<file path="config.mk">
export PLATFORM = sky130hd
export DESIGN_NAME = fib_seq_gen
export DESIGN_NICKNAME = d
export VERILOG_FILES = /design/src/rtl/fib_pkg.sv /design/src/rtl/fib_seq_gen.sv
export SDC_FILE = /design/constraint.sdc
export NUM_CORES = 1
export LEC_CHECK = 0
export CAP_MARGIN = 30
export CORE_ASPECT_RATIO = 0.9
export CORE_MARGIN = 2
export CORE_UTILIZATION = 40
export DETAILED_ROUTE_END_ITERATION = 10
export GPL_ROUTABILITY_DRIVEN = 1
export HOLD_SLACK_MARGIN = 0.08
export SYNTH_ARGS = -nofsm -noshare
export SYNTH_HDL_FRONTEND = slang
export SYNTH_SLANG_ARGS = --single-unit
</file>
<file path="constraint.sdc">
create_clock -name clk -period 2.9 [get_ports clk]
set_clock_uncertainty 0.05 [all_clocks]
set_input_delay 0.58 -clock clk [delete_from_list [all_inputs] [get_ports clk]]
set_output_delay 0.58 -clock clk [all_outputs]
set_load 0.02 [all_outputs]
</file>
<file path="src/rtl/fib_pkg.sv">
// Shared types and seed constants for the additive-sequence generator.
package fib_pkg;

  typedef enum logic [1:0] {
    IDLE,
    CALC,
    DONE
  } state_e;

  typedef enum logic {
    MODE_FIB   = 1'b0,
    MODE_LUCAS = 1'b1
  } mode_e;

  localparam int FIB_SEED0   = 0;
  localparam int FIB_SEED1   = 1;
  localparam int LUCAS_SEED0 = 2;
  localparam int LUCAS_SEED1 = 1;

endpackage

</file>
<file path="src/rtl/fib_seq_gen.sv">
// Iterative Fibonacci/Lucas term generator with start/done handshake and exact overflow flag.
// Optional per-term streaming ports are enabled by defining FIB_STREAM_EN.
module fib_seq_gen
  import fib_pkg::*;
#(
  parameter int WIDTH     = 16,
  parameter int IDX_WIDTH = 16
) (
  input  logic                 clk,
  input  logic                 reset_n,
  input  logic                 start,
  input  logic [IDX_WIDTH-1:0] din,
  input  logic                 mode,
  output logic [WIDTH-1:0]     dout,
  output logic                 done,
  output logic                 busy,
  output logic                 overflow
`ifdef FIB_STREAM_EN
  ,
  output logic                 term_valid,
  output logic [WIDTH-1:0]     term_out
`endif
);

  state_e               state_q, state_d;
  logic [WIDTH-1:0]     a_q, a_d;
  logic [WIDTH-1:0]     b_q, b_d;
  logic [IDX_WIDTH-1:0] cnt_q, cnt_d;
  logic                 a_ovf_q, a_ovf_d;
  logic                 b_ovf_q, b_ovf_d;
  logic [WIDTH-1:0]     dout_q, dout_d;
  logic                 ovf_q, ovf_d;

  logic [WIDTH:0]       sum;
  logic                 accept;
  mode_e                mode_sel;

  assign sum      = {1'b0, a_q} + {1'b0, b_q};
  assign accept   = start && ((state_q == IDLE) || (state_q == DONE));
  assign mode_sel = mode_e'(mode);

  // NOTE: sequential state uses non-blocking assignments so every register
  // samples the pre-edge values regardless of statement order.
  always_ff @(posedge clk or negedge reset_n) begin
    if (!reset_n) begin
      state_q <= IDLE;
      a_q     <= '0;
      b_q     <= '0;
      cnt_q   <= '0;
      a_ovf_q <= 1'b0;
      b_ovf_q <= 1'b0;
      dout_q  <= '0;
      ovf_q   <= 1'b0;
    end else begin
      state_q <= state_d;
      a_q     <= a_d;
      b_q     <= b_d;
      cnt_q   <= cnt_d;
      a_ovf_q <= a_ovf_d;
      b_ovf_q <= b_ovf_d;
      dout_q  <= dout_d;
      ovf_q   <= ovf_d;
    end
  end

  // NOTE: every combinational output gets a default first so no path
  // through the block leaves it unassigned and infers a latch.
  always_comb begin
    state_d = state_q;
    unique case (state_q)
      IDLE:    if (start) state_d = CALC;
      CALC:    if (cnt_q == '0) state_d = DONE;
      DONE:    if (start) state_d = CALC;
      default: state_d = IDLE;
    endcase
  end

  always_comb begin
    a_d     = a_q;
    b_d     = b_q;
    cnt_d   = cnt_q;
    a_ovf_d = a_ovf_q;
    b_ovf_d = b_ovf_q;
    dout_d  = dout_q;
    ovf_d   = ovf_q;
    if (accept) begin
      a_d     = (mode_sel == MODE_LUCAS) ? WIDTH'(LUCAS_SEED0) : WIDTH'(FIB_SEED0);
      b_d     = (mode_sel == MODE_LUCAS) ? WIDTH'(LUCAS_SEED1) : WIDTH'(FIB_SEED1);
      cnt_d   = din;
      a_ovf_d = 1'b0;
      b_ovf_d = 1'b0;
      ovf_d   = 1'b0;
    end else if (state_q == CALC) begin
      if (cnt_q == '0) begin
        dout_d = a_q;
        ovf_d  = a_ovf_q;
      end else begin
        // Overflow travels with its value, so a carry in b only matters if b becomes term n.
        a_d     = b_q;
        b_d     = sum[WIDTH-1:0];
        a_ovf_d = b_ovf_q;
        b_ovf_d = a_ovf_q | b_ovf_q | sum[WIDTH];
        cnt_d   = cnt_q - 1'b1;
      end
    end
  end

  always_comb begin
    busy     = (state_q == CALC);
    done     = (state_q == DONE);
    dout     = dout_q;
    overflow = ovf_q;
`ifdef FIB_STREAM_EN
    term_valid = (state_q == CALC);
    term_out   = (state_q == CALC) ? a_q : '0;
`endif
  end

endmodule

</file>
==> impl_metrics.csv <==
group,metric,value,unit
grt,antenna_found_initial,0,
timing,tns,0,ps
clock_tree,cts_tree,"yes",
routing,drc,0,
floorplanning,core.rowCount,33,
clock_tree,clk_pin_slew,80,ps
routing,first_iter_violations,100,
final_layout,fin_cells,548,
outcome,status,"finished, final reports clean",
grt,grt.overflow.total,0,
critical_path,cp_max_fo,4,
floorplanning,die_y,95.5,um
place,hpwl,5300,um
clock_tree,post_cts_resized,0,
routing,wl_per_cell,14.1,um
place,io_buffers,38,
power_and_ir_drop,ir_drop,0.434,mV
clock_tree,clk_latency,350,ps
yosys,synth-main-ff-cell,"dfrtp_1",
final_layout,n_fill_cell,894,
job,maxCapViolations,0,
yosys,yosysWarnings,0,
timing,hold_violations,0,
timing,finalCritPeriodShare,0.887,
critical_path,required,3060,ps
timing,tightestPinTransition,874,ps
yosys,syn_area_per_cell,9.67,um^2
routing,viasPerCell,5.18,
floorplanning,io_pins,39,
floorplanning,dieArea,10100,um^2
power_and_ir_drop,power_density,1070,nW/um^2
yosys,synth.distinct_cells,54,
clock_tree,clk_path_buf_depth,2,
timing,setup_viol,0,
grt,grt_pass1_wl,13500,um
clock_tree,htree_levels,3,
routing,drt-total-wl,7720,um
timing,grt_setup_unrepaired,"false",
timing,drv_slew,0,
place,gp_congestion,0.844,
floorplanning,initial_utilization,0.410,
grt,track_usage,0.169,
yosys,synth-seq-area-share,0.464,
clock_tree,cts_setup_buffers,0,
final_layout,diodes,0,
power_and_ir_drop,p_leak,1.95,nW
final_layout,final_common_cell,"nand2_1",
clock_tree,cts_hold_buffers,0,
routing,ant_nets,0,
yosys,syn_inst,385,
floorplanning,dieWidth,106,um
routing,first_pass_iters,4,
worst_hold_path,min_path_type,"in -> async",
yosys,synth_edf_count,0,
clock_tree,cts_root_buffer,"clkbuf_8",
final_layout,areaGrowthSynthToFinish,18.0,%
critical_path,endpoint_kind,"flip-flop",
yosys,ys_ff_latch,69,
grt,grt_max_degree,70,
clock_tree,cts_num_sinks,69,
floorplanning,core_area,9080,um^2
place,dpl.cell_count,532,
final_layout,final_cell_mix,"nand2_1, dfrtp_1, clkdlybuf4s50_1, nand3_1, o21ai_0",
yosys,postSynth.asyncResetShare,1.00,
yosys,synthesis.area,3720,um^2
timing,maxSlewHeadroom,0.417,
yosys,synth_fp_nets,424,
clock_tree,numCtsBuffers,9,
grt,grt_pass1_vias,2774,
critical_path,setup.worst_path.start_class,"flip-flop",
final_layout,final_core_util,0.484,
timing,fmax,0.389,GHz
final_layout,fin_nets,460,
final_layout,drive_gt1_frac,0.113,
timing,min_period,2570,ps
routing,vias,2841,
critical_path,path_class,"reg -> reg",
critical_path,crit_arrival,2730,ps
[routing by layer]
layer | global-route usage | vias up | part of all wire
met2 | 0.267 | 38 | 0.45
met5 | 0 | - | 0
met3 | 0.0431 | 9 | 0.030
met1 | 0.230 | 1373 | 0.50
met4 | 0.0559 | 0 | 0.013
li1 | - | 1421 | -
[critical path: stages (launching register included)]
cell and delay (ps):
dfrtp_1 400, ha_1 230, fa_1 410, a21o_1 220, a221oi_2 350, o21bai_1 160
a31oi_1 350, or3_1 170, a41oi_1 100
[registers in the layout (all words and copies together) (netlist names)]
name / cells
dout: 16
b_ovf_q: 1
a_ovf_q: 1
overflow: 1
b_q: 16
state_q: 2
a_q: 16
cnt_q: 16
[cells by family (layout without fill, tap and decap cells)]
logic type               Yosys count  in the layout  synth area share
flip-flops                        69             69             0.464
AND/OR/NAND/NOR                  158            158             0.212
adder cells (fa/ha/maj)           19             19            0.0658
AO/OA/AOI/OAI                     74             74             0.121
buffers and inverters             25             66            0.0332
XOR/XNOR                          23             23            0.0541
multiplexers                      17             17            0.0511
[per-stage QoR]
stage / total power, W / hold slack, ps / worst slack [ps] / instance area (um^2)
2_1_floorplan: 0.00343 / 234 / 593 / 3720
3_3_place_gp: 0.00387 / 422 / 415 / 4200
3_5_place_dp: 0.00395 / 434 / 323 / 4200
4_1_cts: 0.00476 / 407 / 329 / 4390
5_1_grt: 0.00519 / 465 / 154 / 4390
6_report: 0.00471 / 373 / 329 / 4390
[synth_stat cells (all sizes together), types with 2 or more instances]
| cell type | instances | area (um^2) |
|---|---|---|
| o211ai | 2 | 15.0 |
| xnor2 | 14 | 123 |
| clkbuf | 10 | 38.8 |
| nor4 | 2 | 33.8 |
| ha | 18 | 225 |
| a31oi | 6 | 37.5 |
| nor3 | 8 | 51.3 |
| o21ai | 25 | 125 |
| o21a | 2 | 15.0 |
| and3 | 3 | 18.8 |
| nor2 | 15 | 56.3 |
| dfrtp | 69 | 1730 |
| nor2b | 4 | 25.0 |
| xor2 | 9 | 78.8 |
| o31ai | 2 | 15.0 |
| nand4b | 2 | 17.5 |
| nand2b | 4 | 25.0 |
| nand3 | 31 | 155 |
| buf | 9 | 62.6 |
| and2 | 2 | 13.8 |
| a21oi | 23 | 115 |
| a21o | 5 | 45.0 |
| or4 | 2 | 15.0 |
| inv | 6 | 22.5 |
| nand4 | 2 | 12.5 |
| nand2 | 73 | 282 |
| or3 | 4 | 25.0 |
| and4b | 2 | 20.0 |
| mux2 | 16 | 180 |
[power by group]
group | switching [W] | internal (W) | leakage [nW]
combinational | 0.00122 | 0.00102 | 0.998
clock | 0.000362 | 0.000415 | 0.103
sequential | 0.000350 | 0.00134 | 0.846
[path summary, 6_finish.rpt]
check,from,end,slack (ps),depth (start not counted)
max,a_q[0]$_DFFE_PN0P_,b_ovf_q$_DFFE_PN0P_,330,8
min,reset_n,b_q[9]$_DFFE_PN0P_,370,2
max reg2reg,a_q[0]$_DFFE_PN0P_,b_ovf_q$_DFFE_PN0P_,330,8
min reg2reg,b_q[13]$_DFFE_PN0P_,a_q[13]$_DFFE_PN0P_,450,2
max in group asynchronous,reset_n,a_q[9]$_DFFE_PN0P_,1860,2
min in group clk,b_q[13]$_DFFE_PN0P_,a_q[13]$_DFFE_PN0P_,450,2
[cell type report]
| type | instances | area, um^2 | area share |
|---|---|---|---|
| Clock buffer | 11 | 141 | 0.0322 |
| Clock inverter | 5 | 50.0 | 0.0114 |
| Inverter | 6 | 22.5 | 0.00513 |
| Multi-Input combinational cell | 291 | 1880 | 0.428 |
| Sequential cell | 69 | 1730 | 0.393 |
| Tap cell | 122 | 153 | 0.0347 |
| Timing Repair Buffer | 44 | 420 | 0.0957 |
Note: power is estimated with default switching activity, not from simulation.
